`src/rtl/tmds_pkg.sv`:
```
// Shared TMDS receive definitions: character width, control tokens and
// the per-lane boundary aligner state encoding.
package tmds_pkg;

  localparam int TMDS_WORD_W = 10;

  localparam logic [TMDS_WORD_W-1:0] CTRL_TOKEN_0 = 10'b1101010100;
  localparam logic [TMDS_WORD_W-1:0] CTRL_TOKEN_1 = 10'b0010101011;
  localparam logic [TMDS_WORD_W-1:0] CTRL_TOKEN_2 = 10'b0101010100;
  localparam logic [TMDS_WORD_W-1:0] CTRL_TOKEN_3 = 10'b1010101011;

  typedef enum logic [1:0] {
    SEARCH = 2'd0,
    VERIFY = 2'd1,
    LOCKED = 2'd2
  } aligner_state_t;

  function automatic logic is_ctrl_token(input logic [TMDS_WORD_W-1:0] w);
    return (w == CTRL_TOKEN_0) || (w == CTRL_TOKEN_1) ||
           (w == CTRL_TOKEN_2) || (w == CTRL_TOKEN_3);
  endfunction

endpackage

```
`src/rtl/tmds_lane_aligner.sv`:
```
// One TMDS lane: serial-to-parallel assembly with bit-slip boundary search
// driven by runs of control tokens, then a sticky lock.
module tmds_lane_aligner
  import tmds_pkg::*;
#(
  parameter int LOCK_TOKENS = 8
) (
  input  logic                   clk,
  input  logic                   srst,
  input  logic                   serial_bit,
  input  logic                   realign,
  output logic [TMDS_WORD_W-1:0] word,
  output logic                   valid,
  output logic                   locked,
  output logic [3:0]             slip_count
);

  localparam logic [7:0] LOCK_N = 8'(LOCK_TOKENS);

  logic [TMDS_WORD_W-1:0] sr_q, sr_d;
  logic [TMDS_WORD_W-1:0] word_q, word_d;
  logic [3:0]             bit_cnt_q, bit_cnt_d;
  logic [3:0]             slip_cnt_q, slip_cnt_d;
  logic [7:0]             hit_cnt_q, hit_cnt_d;
  logic                   slip_hold_q, slip_hold_d;
  logic                   valid_q, valid_d;
  aligner_state_t         state_q, state_d;

  logic       completing;
  logic       token;
  logic       do_slip;
  logic [7:0] hit_inc;

  always_comb begin
    sr_d        = {serial_bit, sr_q[TMDS_WORD_W-1:1]};
    completing  = (bit_cnt_q == 4'd9) && !slip_hold_q;
    token       = is_ctrl_token(sr_d);
    hit_inc     = hit_cnt_q + 8'd1;

    // A pending slip freezes the counter for one cycle, pushing the boundary later.
    if (slip_hold_q) begin
      bit_cnt_d = bit_cnt_q;
    end else if (bit_cnt_q == 4'd9) begin
      bit_cnt_d = 4'd0;
    end else begin
      bit_cnt_d = bit_cnt_q + 4'd1;
    end

    word_d      = word_q;
    valid_d     = completing;
    state_d     = state_q;
    hit_cnt_d   = hit_cnt_q;
    do_slip     = 1'b0;

    if (completing) begin
      word_d = sr_d;
    end

    if (realign) begin
      state_d   = SEARCH;
      hit_cnt_d = 8'd0;
    end else if (completing) begin
      unique case (state_q)
        SEARCH: begin
          if (token) begin
            hit_cnt_d = 8'd1;
            state_d   = (LOCK_N == 8'd1) ? LOCKED : VERIFY;
          end else begin
            do_slip = 1'b1;
          end
        end
        VERIFY: begin
          if (token) begin
            hit_cnt_d = hit_inc;
            if (hit_inc == LOCK_N) begin
              state_d = LOCKED;
            end
          end else begin
            do_slip   = 1'b1;
            state_d   = SEARCH;
            hit_cnt_d = 8'd0;
          end
        end
        LOCKED: begin
          state_d = LOCKED;
        end
        default: begin
          state_d   = SEARCH;
          hit_cnt_d = 8'd0;
        end
      endcase
    end

    slip_hold_d = do_slip;
    if (do_slip) begin
      slip_cnt_d = (slip_cnt_q == 4'd9) ? 4'd0 : slip_cnt_q + 4'd1;
    end else begin
      slip_cnt_d = slip_cnt_q;
    end
  end

  always_ff @(posedge clk) begin
    if (srst) begin
      sr_q        <= '0;
      word_q      <= '0;
      bit_cnt_q   <= 4'd0;
      slip_cnt_q  <= 4'd0;
      hit_cnt_q   <= 8'd0;
      slip_hold_q <= 1'b0;
      valid_q     <= 1'b0;
      state_q     <= SEARCH;
    end else begin
      sr_q        <= sr_d;
      word_q      <= word_d;
      bit_cnt_q   <= bit_cnt_d;
      slip_cnt_q  <= slip_cnt_d;
      hit_cnt_q   <= hit_cnt_d;
      slip_hold_q <= slip_hold_d;
      valid_q     <= valid_d;
      state_q     <= state_d;
    end
  end

  assign word       = word_q;
  assign valid      = valid_q;
  assign locked     = (state_q == LOCKED);
  assign slip_count = slip_cnt_q;

endmodule

```
`src/rtl/tmds_deserializer.sv`:
```
// Three-lane TMDS receive front end; each lane aligns independently and
// a shared realign pulse sends every lane back to boundary search.
module tmds_deserializer
  import tmds_pkg::*;
#(
  parameter int LOCK_TOKENS = 8
) (
  input  logic        pi_clk,
  input  logic        pi_rst,
  input  logic [2:0]  pi_serial,
  input  logic        pi_realign,
  output logic [9:0]  po_red,
  output logic [9:0]  po_green,
  output logic [9:0]  po_blue,
  output logic [2:0]  po_valid,
  output logic [2:0]  po_locked,
  output logic [11:0] po_slip_count
);

  logic [TMDS_WORD_W-1:0] lane_word [3];

  // Lane index matches pi_serial bit: 0 blue, 1 green, 2 red.
  generate
    for (genvar gi = 0; gi < 3; gi++) begin : g_lane
      tmds_lane_aligner #(
        .LOCK_TOKENS(LOCK_TOKENS)
      ) u_aligner (
        .clk        (pi_clk),
        .srst       (pi_rst),
        .serial_bit (pi_serial[gi]),
        .realign    (pi_realign),
        .word       (lane_word[gi]),
        .valid      (po_valid[gi]),
        .locked     (po_locked[gi]),
        .slip_count (po_slip_count[4*gi +: 4])
      );
    end
  endgenerate

  assign po_blue  = lane_word[0];
  assign po_green = lane_word[1];
  assign po_red   = lane_word[2];

endmodule
```
`config.mk`:
```
export PLATFORM = sky130hd
export DESIGN_NAME = tmds_deserializer
export DESIGN_NICKNAME = d
export VERILOG_FILES = /design/src/rtl/tmds_pkg.sv /design/src/rtl/tmds_lane_aligner.sv /design/src/rtl/tmds_deserializer.sv
export SDC_FILE = /design/constraint.sdc
export NUM_CORES = 1
export LEC_CHECK = 0
export BUFFER_PORTS_ARGS = -buffer_cell sky130_fd_sc_hd__buf_2
export CORE_MARGIN = 5
export CORE_UTILIZATION = 55
export CTS_BUF_LIST = sky130_fd_sc_hd__clkbuf_8
export DETAILED_ROUTE_END_ITERATION = 7
export PLACE_DENSITY = 0.79
export SYNTH_ARGS = -nofsm -noshare
export SYNTH_HDL_FRONTEND = slang
export SYNTH_HIERARCHICAL = 1
export SYNTH_SLANG_ARGS = --single-unit
```
`constraint.sdc`:
```
create_clock -name pi_clk -period 4.8 [get_ports pi_clk]
set_clock_uncertainty 0.2 [all_clocks]
set_input_delay 0.96 -clock pi_clk [delete_from_list [all_inputs] [get_ports pi_clk]]
set_output_delay 0.96 -clock pi_clk [all_outputs]
set_load 0.02 [all_outputs]
```
* After elaboration in Yosys (flattened, before gate mapping)
Index checks and enable logic that the tools add are counted.
** Storage, ports and cells
- Word-level logic and storage cells :: 136
- Register bits :: 120
- Output and inout port bits :: 48
** Cells by class
- Reduce and logical (&&, ||, !) cells :: 28
- Add/subtract/negate cells :: 9
- Equality and inequality tests :: 33
- Bitwise operators :: 3
- Multiplexer cells :: 39
** Operators by type and width (count)
- one-hot mux 8 bit (3 select lines) :: 3
- == test 10 bit, second input constant :: 6
- two-way mux 8 bit :: 6
- == test 10 x 8 -> 1 bit, second input constant :: 3
- == test 10 x 9 -> 1 bit, second input constant :: 3
- adder 4 x 1 -> 4 bit, second input constant :: 6
- adder 8 x 1 -> 8 bit, second input constant :: 3
- == test 4 bit, second input constant :: 6
- == test 8 x 4 -> 1 bit, second input constant :: 3
- two-way mux 4 bit :: 6
- two-way mux 2 bit :: 9
- one-hot mux 2 bit (3 select lines) :: 3
- AND reduction 3 bit :: 6
- two-way mux 1 bit :: 12
- logical OR 1 bit :: 9
- != test 3 bit, second input constant :: 3
- OR reduction 2 bit :: 4
- == test 2 x 1 -> 1 bit, second input constant :: 3
- == test 2 bit, second input constant :: 3
- logical NOT 2 bit :: 3
- != test 2 x 1 -> 1 bit, second input constant :: 3
- logical AND 1 bit :: 3
- logical NOT 1 bit :: 3
- NOT 1 bit :: 3

* Depth between registers and ports, before layout
Gate-level depths: netlist (run 1).
- Depth in word-level cells :: 8
- Depth in mapped cells :: 7
- Depth with buffers taken out :: 5

* By module
Netlist (run 1), hierarchy kept.
** Modules (own cells, without submodules)
- tmds_lane_aligner :: times used 3, cells an instance 204, seq. area each 780.7 µm², area each 1737.9 µm²

* Worst setup path before layout (run 1)
OpenSTA, ideal clock, no wires.
- Kind :: input to register
- Start point :: input pi_realign
- End point :: register g_lane[0].u_aligner.slip_cnt_q[2]
- Cell stages on the path :: 5
- Arrival :: 1.775 ns
- Buffers on the path :: 0
- Required time :: 4.530 ns
- Slack :: 2.754 ns
- Cell sequence :: nor2_1 > and2_1 > nand4_2 > or3_1 > a21oi_1
** Between the ends
- Longest elaborated chain between the ends :: 1
** Ends and longest elaborated chain
- start, declared :: RTL line tmds_deserializer.sv:11 : input logic pi_realign,
- two-way mux 1 bit :: RTL line tmds_lane_aligner.sv:59 : if (realign) begin
- end signal, assigned :: RTL line tmds_lane_aligner.sv:116 : slip_cnt_q <= slip_cnt_d;
- end, declared :: RTL line tmds_lane_aligner.sv:23 : logic [3:0] slip_cnt_q, slip_cnt_d;
Every way passes these cells.
A chain may end at the register's enable or synchronous reset.

* Worst setup path after layout (run 1)
- Start point :: register g_lane[1].u_aligner.state_q[0]
- End point :: output po_locked[1]
** Between the ends
- Longest elaborated chain between the ends :: 1
** Ends and longest elaborated chain
- start, declared :: RTL line tmds_lane_aligner.sv:27 : aligner_state_t state_q, state_d;
- start signal, assigned :: RTL line tmds_lane_aligner.sv:120 : state_q <= state_d;
- == test 2 bit :: RTL line tmds_lane_aligner.sv:126 : assign locked = (state_q == LOCKED);
- end, declared :: RTL line tmds_deserializer.sv:16 : output logic [2:0] po_locked,
Every way passes these cells.

==> results of run 1 <==
-- logic make-up after synthesis --
family | Yosys count | synth area share [%]
multiplexers | 3 | 0.576
buffers and inverters | 45 | 3.74
AO/OA/AOI/OAI | 129 | 15.6
AND/OR/NAND/NOR | 306 | 32.9
XOR/XNOR | 9 | 1.51
adder cells (fa/ha/maj) | 3 | 0.720
flip-flops | 117 | 44.9
-- layout by cell type, fill, tap and decap left out, types with 5 or more instances in the layout --
master and count:
nor3b_1 12, o211ai_1 6, nand4b_1 6, nor2_1 30, clkbuf_8 18, nor4_1 6, nand3_1 15, dfxtp_1 117
nand3b_1 18, a21oi_1 54, buf_4 5, nand4_1 12, a31oi_1 18, nand2_1 108, xor2_1 9, clkinvlp_4 6
or3_1 9, a2bb2oi_1 6, buf_2 53, nor3_1 15, clkinv_2 5, nor2b_1 39, o21ai_0 21, and2_1 6
-- worst max-delay path: stages (launching register included) --
cell and delay (ns):
dfxtp_1 0.55, nor2b_1 0.11, buf_2 0.18
-- per-layer routing --
layer,up-vias,routed length (um),part of all wire (%),track usage (%)
met2,118,5620,50,34.8
met4,0,244,2.2,6.76
met5,-,0,0,0
met3,26,475,4.2,6.00
li1,2233,-,-,-
met1,2136,4940,44,24.2
-- stage by stage --
step / worst slack [ns] / utilization (%) / power, mW
after floorplan: 2.75 / - / 1.04
after global placement: 2.45 / 59.6 / 1.06
after detailed placement: 2.42 / 59.6 / 1.06
after CTS: 2.38 / 63.2 / 1.81
after global routing: 2.33 / 63.2 / 1.87
final: 2.39 / 63.2 / 1.79
-- worst max path at each step --
stage               depth (start not counted)  slack [ns]                                end                            from
floorplan                                   5        2.75  g_lane[0].u_aligner/slip_count[2]                      pi_realign
global placement                            6        2.45  g_lane[1].u_aligner/slip_count[2]                      pi_realign
detailed placement                          6        2.42  g_lane[1].u_aligner/slip_count[2]                      pi_realign
CTS                                         2        2.38                       po_locked[1]  g_lane[1].u_aligner/state_q[0]
global route                                2        2.33                       po_locked[0]  g_lane[0].u_aligner/state_q[0]
finish                                      2        2.39                       po_locked[1]  g_lane[1].u_aligner/state_q[0]
-- power by group through the flow --
stage | combinational, mW | sequential, mW | clock (mW)
floorplan | 0.0357 | 1.01 | 0
global placement | 0.0409 | 1.01 | 0
detailed placement | 0.0425 | 1.02 | 0
CTS | 0.0428 | 0.994 | 0.774
global route | 0.0479 | 0.995 | 0.825
finish | 0.0431 | 0.994 | 0.757
-- sequential cells by signal (all words and copies together), names as in the netlist --
signal and count:
g_lane.u_aligner/hit_cnt_q 24, g_lane.u_aligner/slip_hold_q 3, g_lane.u_aligner/slip_count 12, g_lane.u_aligner/state_q 6, g_lane.u_aligner/bit_cnt_q 12, g_lane.u_aligner/valid 3, g_lane.u_aligner/sr_q 27, g_lane.u_aligner/word 30
-- cell type report --
cell class / count / area [um^2] / area share, %
clock buffer: 18 / 248 / 4.24
timing repair buffer: 58 / 303 / 5.18
tap: 129 / 161 / 2.76
inverter: 6 / 22.5 / 0.386
multi-input combinational: 450 / 2680 / 45.8
sequential: 117 / 2340 / 40.1
clock inverter: 13 / 87.6 / 1.50
==> results.toml, run 1 <==
[placed_design]
place_area_mm2 = 0.00551
dpl.cell_count = 760
port_buffers = 53
place_congestion = 0.793
place_hpwl_um = 7610

[grt]
grt_max_degree = 43
grt_pass1_vias = 4298
grt_pass1_wl_um = 19200
track_usage_pct = 20.3
gr-total-overflow = 0
antenna_found_initial = 0

[critical_path]
r2r_start = "g_lane[1].u_aligner/bit_cnt_q[2]"
r2r_end = "g_lane[1].u_aligner/slip_count[2]"
cp.required_ns = 3.64
crit_path_end_kind = "output pin"
critPathKind = "reg2out"
crit_path_start_kind = "flop"
rrSetupSlack_ns = 2.56
arrival_ns = 1.25
reg2reg_depth = 5
cp_max_fo = 10

[power_and_ir_drop]
power_frac_comb_pct = 2.4
swShare_pct = 24.3
p_switching_uw = 437
power.leakage_nw = 2.17
peakVddDrop_uv = 183
p_clk_share_pct = 42.2
pwr-share-seq_pct = 55.4
power_density_mw_per_mm2 = 307
internal_power_mw = 1.36

[job]
drv_cap = 0

[clocking]
cts.sinks = 117
cts-htree-levels = 4
tritoncts = "built"
clock_latency_ns = 0.43
clockBufferDepth = 2
post_cts_buffers = 0
cts_resized = 0
path_clk_slew_ns = 0.07
root_buffer = "clkbuf_8"
cts_hold_buffers = 0
numCtsBuffers = 17

[synthesis]
synth-edff-count = 0
syn_nets = 621
synth.most_common_cell = "dfxtp_1"
yosys_warnings = 6
ys_ff_latch = 117
ys.flop_type = "dfxtp_1"
ys_seq_area_share_pct = 44.9
syn_area_mm2 = 0.00521
ys_top_cells_by_area = "dfxtp_1 (45%), nand2_1 (7.8%), a21oi_1 (5.2%), nor2b_1 (4.7%), nand3b_1 (2.6%)"
yosysUniqueCellTypes = 45
syn_inst = 612
yosys-top-cells-count = "dfxtp_1 (117), nand2_1 (108), a21oi_1 (54), nor2b_1 (39), nor2_1 (30)"
synth.top_cell.area_share_pct = 44.9
async_flop_share_pct = 0
yosys.area.top_type = "dfxtp_1"
postSynthAreaPerCell_um2 = 8.52

[finish]
area_delta_synth_final_pct = 12.0
drive_gt1_share_pct = 16.6
final_cell_area_mm2 = 0.00584
insertedDiodeCount = 0
instances_no_fill = 791
fillCellCount = 780
nets = 659

[die]
die_w_um = 107
die_area_mm2 = 0.0115
io_pins = 54
start_util_pct = 56.4
core_mm2 = 0.00924
die_h_um = 107
rows = 35

[detailed_routing]
vias_per_cell = 5.71
postRouteAntennaNets = 0
first_iter_violations = 226
drt-total-wl_um = 11300
routedWlPerCell_um = 14.3
first_pass_iters = 5
vias = 4513
drc_errors = 0

[timing]
final.min_clock_period_ns = 2.41
fmax_mhz = 415
drv_slew = 0
slew_headroom_pct = 52.4
rsz0062_at_grt = "false"
setup_viol = 0
tns_ns = 0
hold_violations = 0
whs_ns = 0.255
worst_slew_pin_slew_ns = 0.714
fin_crit_sh_pct = 50.2

[hold_path]
whs_path_depth = 2
hold_start = "g_lane[0].u_aligner/word[6]"
hold-path-endpoint = "g_lane[0].u_aligner/word[6]"
hold_path_class = "reg2reg"

[run_status]
status = "completed"
Note: power is estimated with default switching activity, not from simulation.
==> run 2, diff against run 1 <==
- clock period: 4.8 -> 2.45 ns (I/O delays scaled with it)
==> run 2 against run 1 <==
Effect of this change:
- clock-buffer cell count is 1 lower
- sequential cell count stayed put
- clock power grew 130%
- via count decreased by 0.75%
- non-clock buffer count grew 5
- sequential power grew 96%
- wire length decreased by 2.3%
- critical path type is now reg2reg
- critical endpoint is now g_lane[1].u_aligner/hit_cnt_q[5]
- largest power group unchanged
==> results.toml, run 2 (same netlist as run 1, synthesis figures left out) <==
[clocking]
clock_latency_ns = 0.41
cts_hold_buffers = 0
path_clk_slew_ns = 0.08
numCtsBuffers = 17
clockBufferDepth = 2
cts-htree-levels = 4
root_buffer = "clkbuf_8"
tritoncts = "built"
cts_resized = 0
post_cts_buffers = 0
cts.sinks = 117

[run_status]
status = "completed"

[job]
drv_cap = 0

[timing]
whs_ns = 0.0975
final.min_clock_period_ns = 2.07
tns_ns = 0
worst_slew_pin_slew_ns = 0.745
setup_viol = 0
drv_slew = 0
slew_headroom_pct = 50.3
fin_crit_sh_pct = 84.6
hold_violations = 0
fmax_mhz = 482
rsz0062_at_grt = "false"

[hold_path]
hold-path-endpoint = "g_lane[0].u_aligner/sr_q[9]"
whs_path_depth = 2
hold_start = "pi_serial[0]"
hold_path_class = "in2reg"

[critical_path]
reg2reg_depth = 5
r2r_start = "g_lane[1].u_aligner/sr_q[4]"
cp.required_ns = 2.55
critPathKind = "reg2reg"
cp_max_fo = 15
r2r_end = "g_lane[1].u_aligner/hit_cnt_q[5]"
crit_path_end_kind = "flop"
crit_path_start_kind = "flop"
rrSetupSlack_ns = 0.38
arrival_ns = 2.18

[detailed_routing]
vias = 4479
first_pass_iters = 5
vias_per_cell = 5.62
first_iter_violations = 238
routedWlPerCell_um = 13.8
postRouteAntennaNets = 0
drt-total-wl_um = 11000
drc_errors = 0

[grt]
grt_pass1_vias = 4227
antenna_found_initial = 0
grt_max_degree = 45
gr-total-overflow = 0
track_usage_pct = 20.0
grt_pass1_wl_um = 19200

[finish]
insertedDiodeCount = 0
final_common_cell = "dfxtp_1"
final_cell_mix = "dfxtp_1 (117), nand2_1 (108), a21oi_1 (54)"
post-route-util_pct = 64.5
area_delta_synth_final_pct = 14.3
drive_gt1_share_pct = 17.4
fillCellCount = 767
largest_reg_flops = 30
nets = 664

[placed_design]
place_hpwl_um = 7590
port_buffers = 53
place_congestion = 0.836

[die]
start_util_pct = 56.4
io_pins = 54
core_mm2 = 0.00924
die_area_mm2 = 0.0115
die_h_um = 107
rows = 35
die_w_um = 107

[power_and_ir_drop]
power.leakage_nw = 2.24
peakVddDrop_uv = 465
power_density_mw_per_mm2 = 639
-- run 2: changes by cell type in the layout (fill, tap and decap cells not counted), sizes merged --
cell,previous run,this run
buf,58,63
bufinv,0,2
clkbuf,18,17
clkinv,10,9
clkinvlp,6,1
inv,3,9
-- run 2: report_power, final --
group	switching, mW	total (mW)	internal [mW]
clock	0.843	1.77	0.932
sequential	0.0270	1.95	1.92
combinational	0.0522	0.0853	0.0332
total	0.922	3.81	2.88
-- run 2: critical path: stages, from the launching register on --
cell and delay (ns):
dfxtp_1 0.34, and4bb_2 0.30, nand4b_1 0.24, a21oi_2 0.56, a2bb2oi_1 0.24, a21oi_1 0.08
-- run 2: area by class of cell --
| type | instances | area (um^2) | share of cell area, % |
|---|---|---|---|
| inverter | 6 | 22.5 | 0.378 |
| clock buffer | 17 | 234 | 3.93 |
| tap | 129 | 161 | 2.71 |
| timing repair buffer | 63 | 353 | 5.92 |
| sequential | 117 | 2340 | 39.3 |
| clock inverter | 15 | 171 | 2.88 |
| multi-input combinational | 450 | 2680 | 44.9 |
-- run 2: stage by stage --
stage	cell area, um^2	instances	power, mW	worst slack [ns]
detailed placement	5560	765	2.08	0.373
finish	5960	797	3.81	0.377
global route	5960	797	3.96	0.204
CTS	5960	797	3.85	0.387
floorplan	5210	612	2.05	0.748
global placement	5560	765	2.07	0.451
-- run 2: worst max path at each step --
stage / startpoint / endpoint / slack (ns) / depth (start not counted)
after floorplan: g_lane[0].u_aligner/sr_q[6] / g_lane[0].u_aligner/hit_cnt_q[6] / 0.75 / 6
after global placement: g_lane[2].u_aligner/bit_cnt_q[2] / g_lane[2].u_aligner/hit_cnt_q[4] / 0.45 / 6
after detailed placement: g_lane[2].u_aligner/bit_cnt_q[2] / g_lane[2].u_aligner/hit_cnt_q[4] / 0.37 / 6
after CTS: g_lane[2].u_aligner/bit_cnt_q[2] / g_lane[2].u_aligner/hit_cnt_q[4] / 0.39 / 6
after global routing: g_lane[1].u_aligner/sr_q[4] / g_lane[1].u_aligner/hit_cnt_q[2] / 0.20 / 5
final: g_lane[1].u_aligner/sr_q[4] / g_lane[1].u_aligner/hit_cnt_q[5] / 0.38 / 5
-- run 2: per-layer routing --
| metal | up-vias | GRT usage, % | routed length [um] |
|---|---|---|---|
| met2 | 78 | 35.9 | 5740 |
| met3 | 11 | 5.22 | 430 |
| met4 | 0 | 5.68 | 113 |
| met1 | 2143 | 23.6 | 4730 |
| li1 | 2247 | - | - |
| met5 | - | 0 | 0 |
